`src/rtl/rtc_pkg.sv`:
```
// Shared types and constants for the RTC alarm controller: FSM states, BCD field limits
// and the widths of the ring and page tick counters.
package rtc_pkg;

  typedef enum logic [1:0] {
    StRun      = 2'd0,
    StSetTime  = 2'd1,
    StSetAlarm = 2'd2,
    StRing     = 2'd3
  } rtc_state_e;

  localparam int unsigned HourMax   = 23;
  localparam int unsigned MinSecMax = 59;

  localparam int unsigned RingCntW = 8;
  localparam int unsigned PageCntW = 8;

endpackage

```
`src/rtl/bcd_mod_counter.sv`:
```
// Two-digit BCD modulo counter: counts 00..MaxVal with synchronous clear, wrap and carry-out.
// Also exposes its next value so the parent can look one tick ahead.
module bcd_mod_counter #(
  parameter int unsigned MaxVal = 59
) (
  input  logic       clk_in_1Hz,
  input  logic       rst_n,
  input  logic       inc,
  input  logic       clear,
  output logic [3:0] q_high,
  output logic [3:0] q_lower,
  output logic [3:0] nxt_high,
  output logic [3:0] nxt_lower,
  output logic       carry
);

  localparam logic [3:0] MaxHigh  = 4'(MaxVal / 10);
  localparam logic [3:0] MaxLower = 4'(MaxVal % 10);

  logic [3:0] high_q, high_d;
  logic [3:0] lower_q, lower_d;
  logic       at_max;

  always_comb begin
    at_max  = (high_q == MaxHigh) && (lower_q == MaxLower);
    carry   = inc && !clear && at_max;
    high_d  = high_q;
    lower_d = lower_q;
    if (clear || (inc && at_max)) begin
      high_d  = 4'd0;
      lower_d = 4'd0;
    end else if (inc) begin
      if (lower_q == 4'd9) begin
        high_d  = high_q + 4'd1;
        lower_d = 4'd0;
      end else begin
        lower_d = lower_q + 4'd1;
      end
    end
  end

  always_ff @(posedge clk_in_1Hz or negedge rst_n) begin
    if (!rst_n) begin
      high_q  <= 4'd0;
      lower_q <= 4'd0;
    end else begin
      high_q  <= high_d;
      lower_q <= lower_d;
    end
  end

  assign q_high    = high_q;
  assign q_lower   = lower_q;
  assign nxt_high  = high_d;
  assign nxt_lower = lower_d;

endmodule

```
`src/rtl/rtc_alarm_ctrl.sv`:
```
// Alarm clock controller on a 1 Hz tick: BCD time and alarm, set modes, alarm ringing.
// Optional macro RTC_AUTO_PAGE_EN adds automatic time/alarm display paging in RUN.
module rtc_alarm_ctrl
  import rtc_pkg::*;
#(
  parameter int unsigned ALARM_RING_SEC = 30,
  parameter int unsigned PAGE_HOLD_SEC  = 5
) (
  input  logic       clk_in_1Hz,
  input  logic       rst_n,
  input  logic       set_time,
  input  logic       set_alarm,
  input  logic       inc_hr,
  input  logic       inc_min,
  input  logic       alarm_en,
  input  logic       alarm_ack,
  output logic [3:0] time_hour_high,
  output logic [3:0] time_hour_lower,
  output logic [3:0] time_min_high,
  output logic [3:0] time_min_lower,
  output logic [3:0] time_sec_high,
  output logic [3:0] time_sec_lower,
  output logic [3:0] warningtime_hour_high,
  output logic [3:0] warningtime_hour_lower,
  output logic [3:0] warningtime_min_high,
  output logic [3:0] warningtime_min_lower,
  output logic       time_set,
  output logic       disp_alarm,
  output logic       flash_bit,
  output logic       alarm_out
);

  localparam logic [RingCntW-1:0] RingLast = RingCntW'(ALARM_RING_SEC - 1);

  rtc_state_e state_q, state_d;
  logic [RingCntW-1:0] ring_cnt_q, ring_cnt_d;
  logic ring_done;
  logic flash_q;
  logic page_show;

  // set_time alone decides whether the next state is SET_TIME, so it selects the time mode.
  logic sec_inc, sec_clear, sec_carry, min_inc, min_carry, hour_inc;
  logic alarm_edit, match;
  logic [3:0] sec_nxt_high, sec_nxt_lower, min_nxt_high, min_nxt_lower;
  logic [3:0] hour_nxt_high, hour_nxt_lower;
  logic unused_hour_carry, unused_alarm_hour_carry, unused_alarm_min_carry;
  logic [3:0] unused_ah_nxt_high, unused_ah_nxt_lower, unused_am_nxt_high, unused_am_nxt_lower;

  assign sec_inc   = !set_time;
  assign sec_clear = set_time;
  assign min_inc   = set_time ? inc_min : sec_carry;
  assign hour_inc  = set_time ? inc_hr : min_carry;

  assign alarm_edit = !set_time && set_alarm && ((state_q == StRun) || (state_q == StSetAlarm));

  // Match looks at the value the time counters load on this edge.
  assign match = alarm_en
              && ({sec_nxt_high, sec_nxt_lower} == 8'h00)
              && ({min_nxt_high, min_nxt_lower}
                  == {warningtime_min_high, warningtime_min_lower})
              && ({hour_nxt_high, hour_nxt_lower}
                  == {warningtime_hour_high, warningtime_hour_lower});

  bcd_mod_counter #(.MaxVal(MinSecMax)) u_sec (
    .clk_in_1Hz (clk_in_1Hz),
    .rst_n      (rst_n),
    .inc        (sec_inc),
    .clear      (sec_clear),
    .q_high     (time_sec_high),
    .q_lower    (time_sec_lower),
    .nxt_high   (sec_nxt_high),
    .nxt_lower  (sec_nxt_lower),
    .carry      (sec_carry)
  );

  bcd_mod_counter #(.MaxVal(MinSecMax)) u_min (
    .clk_in_1Hz (clk_in_1Hz),
    .rst_n      (rst_n),
    .inc        (min_inc),
    .clear      (1'b0),
    .q_high     (time_min_high),
    .q_lower    (time_min_lower),
    .nxt_high   (min_nxt_high),
    .nxt_lower  (min_nxt_lower),
    .carry      (min_carry)
  );

  bcd_mod_counter #(.MaxVal(HourMax)) u_hour (
    .clk_in_1Hz (clk_in_1Hz),
    .rst_n      (rst_n),
    .inc        (hour_inc),
    .clear      (1'b0),
    .q_high     (time_hour_high),
    .q_lower    (time_hour_lower),
    .nxt_high   (hour_nxt_high),
    .nxt_lower  (hour_nxt_lower),
    .carry      (unused_hour_carry)
  );

  bcd_mod_counter #(.MaxVal(MinSecMax)) u_alarm_min (
    .clk_in_1Hz (clk_in_1Hz),
    .rst_n      (rst_n),
    .inc        (alarm_edit && inc_min),
    .clear      (1'b0),
    .q_high     (warningtime_min_high),
    .q_lower    (warningtime_min_lower),
    .nxt_high   (unused_am_nxt_high),
    .nxt_lower  (unused_am_nxt_lower),
    .carry      (unused_alarm_min_carry)
  );

  bcd_mod_counter #(.MaxVal(HourMax)) u_alarm_hour (
    .clk_in_1Hz (clk_in_1Hz),
    .rst_n      (rst_n),
    .inc        (alarm_edit && inc_hr),
    .clear      (1'b0),
    .q_high     (warningtime_hour_high),
    .q_lower    (warningtime_hour_lower),
    .nxt_high   (unused_ah_nxt_high),
    .nxt_lower  (unused_ah_nxt_lower),
    .carry      (unused_alarm_hour_carry)
  );

  always_ff @(posedge clk_in_1Hz or negedge rst_n) begin
    if (!rst_n) begin
      state_q <= StRun;
    end else begin
      state_q <= state_d;
    end
  end

  always_comb begin
    state_d = state_q;
    unique case (state_q)
      StRun: begin
        if (set_time)       state_d = StSetTime;
        else if (set_alarm) state_d = StSetAlarm;
        else if (match)     state_d = StRing;
      end
      StSetTime: begin
        if (!set_time) state_d = StRun;
      end
      StSetAlarm: begin
        if (set_time)        state_d = StSetTime;
        else if (!set_alarm) state_d = StRun;
      end
      StRing: begin
        if (set_time)                                 state_d = StSetTime;
        else if (alarm_ack || !alarm_en || ring_done) state_d = StRun;
      end
      default: state_d = StRun;
    endcase
  end

  always_comb begin
    time_set   = 1'b0;
    disp_alarm = 1'b0;
    alarm_out  = 1'b0;
    unique case (state_q)
      StRun:      disp_alarm = page_show;
      StSetTime:  time_set   = 1'b1;
      StSetAlarm: begin
        time_set   = 1'b1;
        disp_alarm = 1'b1;
      end
      StRing:     alarm_out  = 1'b1;
      default:    ;
    endcase
  end

  assign ring_done = (ring_cnt_q == RingLast);

  always_comb begin
    ring_cnt_d = '0;
    if ((state_q == StRing) && (state_d == StRing)) begin
      ring_cnt_d = ring_cnt_q + 1'b1;
    end
  end

  always_ff @(posedge clk_in_1Hz or negedge rst_n) begin
    if (!rst_n) begin
      ring_cnt_q <= '0;
      flash_q    <= 1'b0;
    end else begin
      ring_cnt_q <= ring_cnt_d;
      flash_q    <= ~flash_q;
    end
  end

  assign flash_bit = flash_q;

`ifdef RTC_AUTO_PAGE_EN
  localparam logic [PageCntW-1:0] PageLast = PageCntW'(PAGE_HOLD_SEC - 1);

  logic [PageCntW-1:0] page_cnt_q, page_cnt_d;
  logic page_q, page_d;

  // Paging restarts from the time page whenever RUN is (re)entered or the alarm is disarmed.
  always_comb begin
    page_cnt_d = page_cnt_q;
    page_d     = page_q;
    if ((state_d != StRun) || !alarm_en) begin
      page_cnt_d = '0;
      page_d     = 1'b0;
    end else if (page_cnt_q == PageLast) begin
      page_cnt_d = '0;
      page_d     = ~page_q;
    end else begin
      page_cnt_d = page_cnt_q + 1'b1;
    end
  end

  always_ff @(posedge clk_in_1Hz or negedge rst_n) begin
    if (!rst_n) begin
      page_cnt_q <= '0;
      page_q     <= 1'b0;
    end else begin
      page_cnt_q <= page_cnt_d;
      page_q     <= page_d;
    end
  end

  assign page_show = page_q;
`else
  logic unused_page_hold;
  assign unused_page_hold = ^PAGE_HOLD_SEC;
  assign page_show        = 1'b0;
`endif

endmodule

```
`config.mk`:
```
export PLATFORM = sky130hd
export DESIGN_NAME = rtc_alarm_ctrl
export DESIGN_NICKNAME = d
export VERILOG_FILES = /design/src/rtl/rtc_pkg.sv /design/src/rtl/bcd_mod_counter.sv /design/src/rtl/rtc_alarm_ctrl.sv
export SDC_FILE = /design/constraint.sdc
export NUM_CORES = 1
export LEC_CHECK = 0
export BUFFER_PORTS_ARGS = -buffer_cell sky130_fd_sc_hd__buf_2
export CORE_ASPECT_RATIO = 2
export CORE_MARGIN = 4
export CORE_UTILIZATION = 56
export CTS_BUF_LIST = sky130_fd_sc_hd__clkbuf_16
export CTS_CLUSTER_SIZE = 14
export DETAILED_ROUTE_END_ITERATION = 10
export PLACE_DENSITY = 0.89
export SLEW_MARGIN = 40
export SYNTH_ARGS = -nofsm -noshare
export SYNTH_HDL_FRONTEND = slang
export SYNTH_HIERARCHICAL = 1
export SYNTH_SLANG_ARGS = --single-unit
```
`constraint.sdc`:
```
create_clock -name clk_in_1Hz -period 3.8 [get_ports clk_in_1Hz]
set_input_delay 0.19 -clock clk_in_1Hz [delete_from_list [all_inputs] [get_ports clk_in_1Hz]]
set_output_delay 0.19 -clock clk_in_1Hz [all_outputs]
set_load 0.02 [all_outputs]
```
After elaboration in Yosys (flattened, before gate mapping)

Index checks and enable logic that the tools add are counted.

Bits in latches: 0
Word-level logic and storage cells: 122
ROM bits: 0
Memories: 0
RAM bits: 0
Flip-flop bits (word level): 51
Output and inout bits: 44
Input bits: 8

Shifts and indexed selects: 0
Magnitude comparators: 0
Multipliers: 0
Add/sub/neg operators: 11
Divide/modulo/power cells: 0
Reductions and logical operators: 33
Multiplexer cells: 45
Bitwise logic cells: 1
Equality and inequality tests: 19

Operators with widths:

| operator                                                        | number |
|---|---|
| 4-bit 2-to-1 mux                                                | 30 |
| 4-bit by 1-bit adder with 4-bit output, second input constant   | 10 |
| 4-bit == test, second input constant                            | 5 |
| 1-bit logical AND                                               | 18 |
| 4-bit by 2-bit == test with 1-bit output, second input constant | 4 |
| 8-bit == test                                                   | 2 |
| 2-bit 2-to-1 mux                                                | 8 |
| 4-bit by 3-bit == test with 1-bit output, second input constant | 3 |
| 8-bit by 1-bit adder with 8-bit output, second input constant   | 1 |
| 8-bit by 5-bit == test with 1-bit output, second input constant | 1 |
| 8-bit logical NOT                                               | 1 |
| 8-bit 2-to-1 mux                                                | 1 |
| 2-bit one-hot mux with 4 select lines                           | 1 |
| 2-bit nonzero test                                              | 4 |
| 2-bit == test, second input constant                            | 3 |
| 1-bit 2-to-1 mux                                                | 5 |
| 1-bit logical OR                                                | 4 |
| 2-bit AND reduction                                             | 2 |
| 2-bit by 1-bit == test with 1-bit output, second input constant | 1 |
| 1-bit logical NOT                                               | 2 |
| 2-bit logical NOT                                               | 1 |
| 2-bit OR reduction                                              | 1 |
| 1-bit inverter                                                  | 1 |

Logic depth before layout (Yosys ltp)

Depth in word-level cells: 17
Depth in mapped cells: 16
Mapped depth without buffers: 16

Cells and area by module

Netlist, hierarchy kept.

By module, submodules not included:

| module                              | area an instance (sq um) | cells each | sequential area each (sq um) | instances |
|---|---|---|---|---|
| bcd_mod_counter at u_alarm_min ...  | 481.7                    | 49         | 200.2                        | 3 |
| rtc_alarm_ctrl                      | 935.9                    | 100        | 275.3                        | 1 |
| bcd_mod_counter at u_alarm_hour ... | 464.2                    | 47         | 200.2                        | 2 |

Worst setup path after synthesis

OpenSTA, ideal clock, no wires.

Path kind: reg2reg
From: register u_sec.high_q[0] (netlist: u_sec/q_high[0])
To: register ring_cnt_q[0]
Data required time: 3704 ps
Cell stages (with the launch flop): 16
Path slack: 172 ps
Clock period less this slack: 3628 ps
Path buffers: 0
Setup time: 96 ps
Arrival: 3532 ps
Path through: dfrtp_1 > ha_1 > nand3b_1 > nor4_1 > mux2_2 > nand3b_4 > nor4_1 > mux2_2 > nand4b_4 > or3_1 > a21oi_1 > xnor2_1 > nand4_1 > nor4_4 > a31oi_2 > nor4b_2

Longest elaborated chain between the ends: 17
Elaborated cells between the ends (all ways): 34
Those cells by class: add/sub: 1; eq/ne: 4; mux: 19; reduce/logical: 10

RTL lines:

| element                                    | RTL line              | source |
|---|---|---|
| start, declared                            | bcd_mod_counter.sv:20 | `logic [3:0] high_q, high_d;` |
| start signal, assigned                     | bcd_mod_counter.sv:47 | `high_q <= high_d;` |
| 4-bit by 3-bit == test with 1-bit output * | bcd_mod_counter.sv:25 | `at_max = (high_q == MaxHigh) && (lower_q == MaxLower);` |
| 1-bit logical AND *                        | bcd_mod_counter.sv:25 |  |
| 1-bit logical AND *                        | bcd_mod_counter.sv:26 | `carry = inc && !clear && at_max;` |
| net sec_carry                              | rtc_alarm_ctrl.sv:42  | `logic sec_inc, sec_clear, sec_carry, min_inc, min_carry, hour_inc;` |
| 1-bit 2-to-1 mux *                         | rtc_alarm_ctrl.sv:51  | `assign min_inc = set_time ? inc_min : sec_carry;` |
| net min_inc                                | rtc_alarm_ctrl.sv:42  |  |
| 1-bit logical AND *                        | bcd_mod_counter.sv:26 |  |
| net min_carry                              | rtc_alarm_ctrl.sv:42  |  |
| [1 not listed]                             | -                     |  |
| net hour_inc                               | rtc_alarm_ctrl.sv:42  |  |
| [2 not listed]                             | -                     |  |
| net hour_nxt_high[0]                       | rtc_alarm_ctrl.sv:45  | `logic [3:0] hour_nxt_high, hour_nxt_lower;` |
| [2 not listed]                             | -                     |  |
| 2-bit 2-to-1 mux *                         | rtc_alarm_ctrl.sv:138 | `else if (match) state_d = StRing;` |
| 2-bit 2-to-1 mux *                         | rtc_alarm_ctrl.sv:137 | `else if (set_alarm) state_d = StSetAlarm;` |
| 2-bit 2-to-1 mux *                         | rtc_alarm_ctrl.sv:136 | `if (set_time) state_d = StSetTime;` |
| 2-bit one-hot mux with 4 select lines *    | rtc_alarm_ctrl.sv:134 | `unique case (state_q)` |
| 2-bit == test *                            | rtc_alarm_ctrl.sv:175 | `if ((state_q == StRing) && (state_d == StRing)) begin` |
| 1-bit logical AND *                        | rtc_alarm_ctrl.sv:175 |  |
| 8-bit 2-to-1 mux *                         | rtc_alarm_ctrl.sv:175 |  |
| net ring_cnt_d[0]                          | rtc_alarm_ctrl.sv:36  | `logic [RingCntW-1:0] ring_cnt_q, ring_cnt_d;` |
| end signal, assigned                       | rtc_alarm_ctrl.sv:185 | `ring_cnt_q <= ring_cnt_d;` |
| end, declared                              | rtc_alarm_ctrl.sv:36  |  |

The timed path passes the listed nets; every way through them passes the cells marked *.
A chain may end at the register's enable or synchronous reset.

Final worst setup path

From: register u_sec.high_q[1] (netlist: u_sec/q_high[1])
To: register ring_cnt_q[4]

The elaborated chain is that of the path after synthesis.

==> impl_metrics.py <==
metrics = {
    "status": {
        "status": "finished, violations left",
        "violations": "setup timing",
    },
    "pwr": {
        "vdd_drop_max_v": 0.0004445,
        "leakage_uw": 0.001917,
        "power.density_nw_per_um2": 357.0,
    },
    "finish": {
        "syn2layout_area_growth_pct": 23.46,
        "fin_cells": 483,
        "utilization": 0.7105,
        "diodes": 0,
        "fin_area_um2": 4056,
        "drive_above_1_share": 0.2773,
        "final_cell_mix": "51 x dfrtp_1, 51 x buf_2, 26 x a21oi_1",
        "nNetsFinal": 446,
    },
    "die": {
        "fp.dieArea_um2": 7231,
        "start_util": 0.5755,
        "die_w_um": 62.16,
        "ios": 52,
        "rows": 39,
        "core_area_um2": 5709,
        "die_h_um": 116.3,
    },
    "route": {
        "remaining_drc_errors": 0,
        "drt_iter0_drc": 382,
        "ant_nets": 0,
        "routed_via_density": 6.354,
        "drt_first_pass_iters": 6,
        "dr_total_vias": 3069,
        "wl_per_cell_um": 19.22,
        "totalWireLength_mm": 9.281,
    },
    "placed_design": {
        "place_congestion": 0.9231,
        "port_buffers": 51,
        "pre_cts_slack_ns": -0.2019,
        "postPlaceCellArea_um2": 3684,
        "dpl.hpwl_mm": 6.232,
        "place_inst": 462,
    },
    "worst_setup_path": {
        "cpMaxStageDelayCell": "or4_4",
        "max_stage_delay_ns": 0.47,
        "cp.arrival_ns": 4.14,
        "r2r-end": "ring_cnt_q[4]",
        "start_kind": "register",
        "reg2reg_depth": 18,
        "cp-end-kind": "register",
        "timing.rr.start": "u_sec/q_high[1]",
        "path_cells": "inv_2, ha_4, nand3b_1, nor4_2, mux2_4, nand3b_4, nor4_4, mux2_4, nand4b_4, or4_4, a21oi_4, xnor2_2, nand3_2, nor4_4, buf_6, a31oi_4, buf_6, nor3_1",
        "rrSetupSlack_ns": -0.13,
        "crit_type": "reg -> reg",
        "cp_max_fo": 8,
        "critPathRequiredTime_ns": 4.01,
    },
    "timing": {
        "setup_tns_ns": -0.6643,
        "grt_setup_unrepaired": "true",
        "skew_ns": 0.009236,
        "tightest_slew_ns": 0.6443,
        "fmaxAchievable_mhz": 254.4,
        "finalSetupViolations": 7,
        "fin_crit_sh": 1.035,
        "fin_crit_ns": 3.931,
        "hold_violations": 0,
        "maxSlewViolCount": 0,
        "worst_slack_ns": -0.1315,
        "max-slew-margin-rel": 0.5685,
    },
    "global_routing": {
        "first_global_vias": 3023,
        "grt_start_max_net_pins": 37,
        "antenna_found_initial": 0,
        "grt_pass1_wl_mm": 14.66,
        "grt_usage": 0.2510,
        "overflow": 0,
    },
    "cts": {
        "cts-htree-levels": 2,
        "insertion_delay_ns": 0.30,
        "cts_tree": "built",
        "clock_sinks": 51,
        "clock_path_buffers": 2,
        "path_clk_slew_ns": 0.07,
        "root_buffer": "clkbuf_16",
        "cts_buffers": 5,
    },
    "run": {
        "maxCapViolCount": 0,
    },
    "hold_path": {
        "whs_endpoint": "u_sec/q_lower[3]",
        "holdCritStartpoint": "set_time",
        "hold_class": "in -> reg",
        "min_path_cells": 2,
    },
    "yosys": {
        "avgSynthCellArea_um2": 9.779,
        "synth_warnings": 6,
        "netlist_instances": 336,
        "synth_area_um2": 3286,
    },
}
==> cell type report <==
class | instances | area [um2]
Tap cell | 61 | 76.32
Clock inverter | 3 | 15.01
Timing Repair Buffer | 72 | 422.9
Multi-Input combinational cell | 275 | 2081
Inverter | 16 | 60.06
Clock buffer | 5 | 125.1
Sequential cell | 51 | 1276
Fill cell | 402 | 1653
==> state kept, by name (all words and copies together), names as in the netlist <==
name,count
ring_cnt_q,8
u_alarm_hour/q_high,4
u_alarm_hour/q_lower,4
u_alarm_min/q_high,4
u_alarm_min/q_lower,4
u_hour/q_high,4
u_hour/q_lower,4
u_min/q_high,4
u_min/q_lower,4
u_sec/q_high,4
u_sec/q_lower,4
state_q,2
flash_bit,1
==> per-stage QoR <==
| step | hold slack, ns | total power [uW] |
|---|---|---|
| 2_1_floorplan | -0.1056 | 822.4 |
| 3_3_place_gp | 0.1169 | 898.4 |
| 3_5_place_dp | 0.1220 | 912.0 |
| 4_1_cts | 0.2002 | 1382 |
| 5_1_grt | 0.1999 | 1500 |
| 6_report | 0.1954 | 1448 |
==> how the worst max path moves through the flow <==
stage	slack, ns	to	from
2_1_floorplan	0.17	ring_cnt_q[0]	u_sec/q_high[0]
3_3_place_gp	0.04	ring_cnt_q[1]	u_sec/q_high[1]
3_5_place_dp	-0.20	ring_cnt_q[0]	u_sec/q_high[1]
4_1_cts	0.02	ring_cnt_q[0]	u_sec/q_high[1]
5_1_grt	-0.27	ring_cnt_q[5]	u_sec/q_high[1]
6_report	-0.13	ring_cnt_q[4]	u_sec/q_high[1]
==> report_power, final <==
part	total, uW	switching (uW)	internal (uW)
Sequential	597	34.5	562
Combinational	407	249	158
Clock	444	204	240
Total	1450	488	960
==> layer usage <==
metal | part of all wire | vias to the layer above | track usage | routed length [um]
li1 | - | 1396 | - | -
met1 | 0.35 | 1488 | 0.2784 | 3271
met2 | 0.54 | 147 | 0.4619 | 5001
met3 | 0.060 | 38 | 0.02791 | 561
met4 | 0.048 | 0 | 0.1346 | 448
met5 | 0 | - | 0 | 0
==> timing repair <==
action | in CTS | in global routing
pin swaps | 6 | 8
hold buffers | 1 | 0
setup buffers | 3 | 8
gates resized for setup | 13 | 13
cloned | 1 | 0
endpoints found under the setup margin | 9 | 10
endpoints found under the hold margin | 15 | 0
==> critical path, delay by kind of cell, from the launching register on <==
kind	cells	cell delay [ns]
AO/OA/AOI/OAI	2	0.35
XOR/XNOR	1	0.16
adder cells (fa/ha/maj)	1	0.14
buffers and inverters	3	0.41
flip-flops	1	0.39
multiplexers	2	0.46
AND/OR/NAND/NOR	9	1.92
Note: power is estimated with default switching activity, not from simulation.
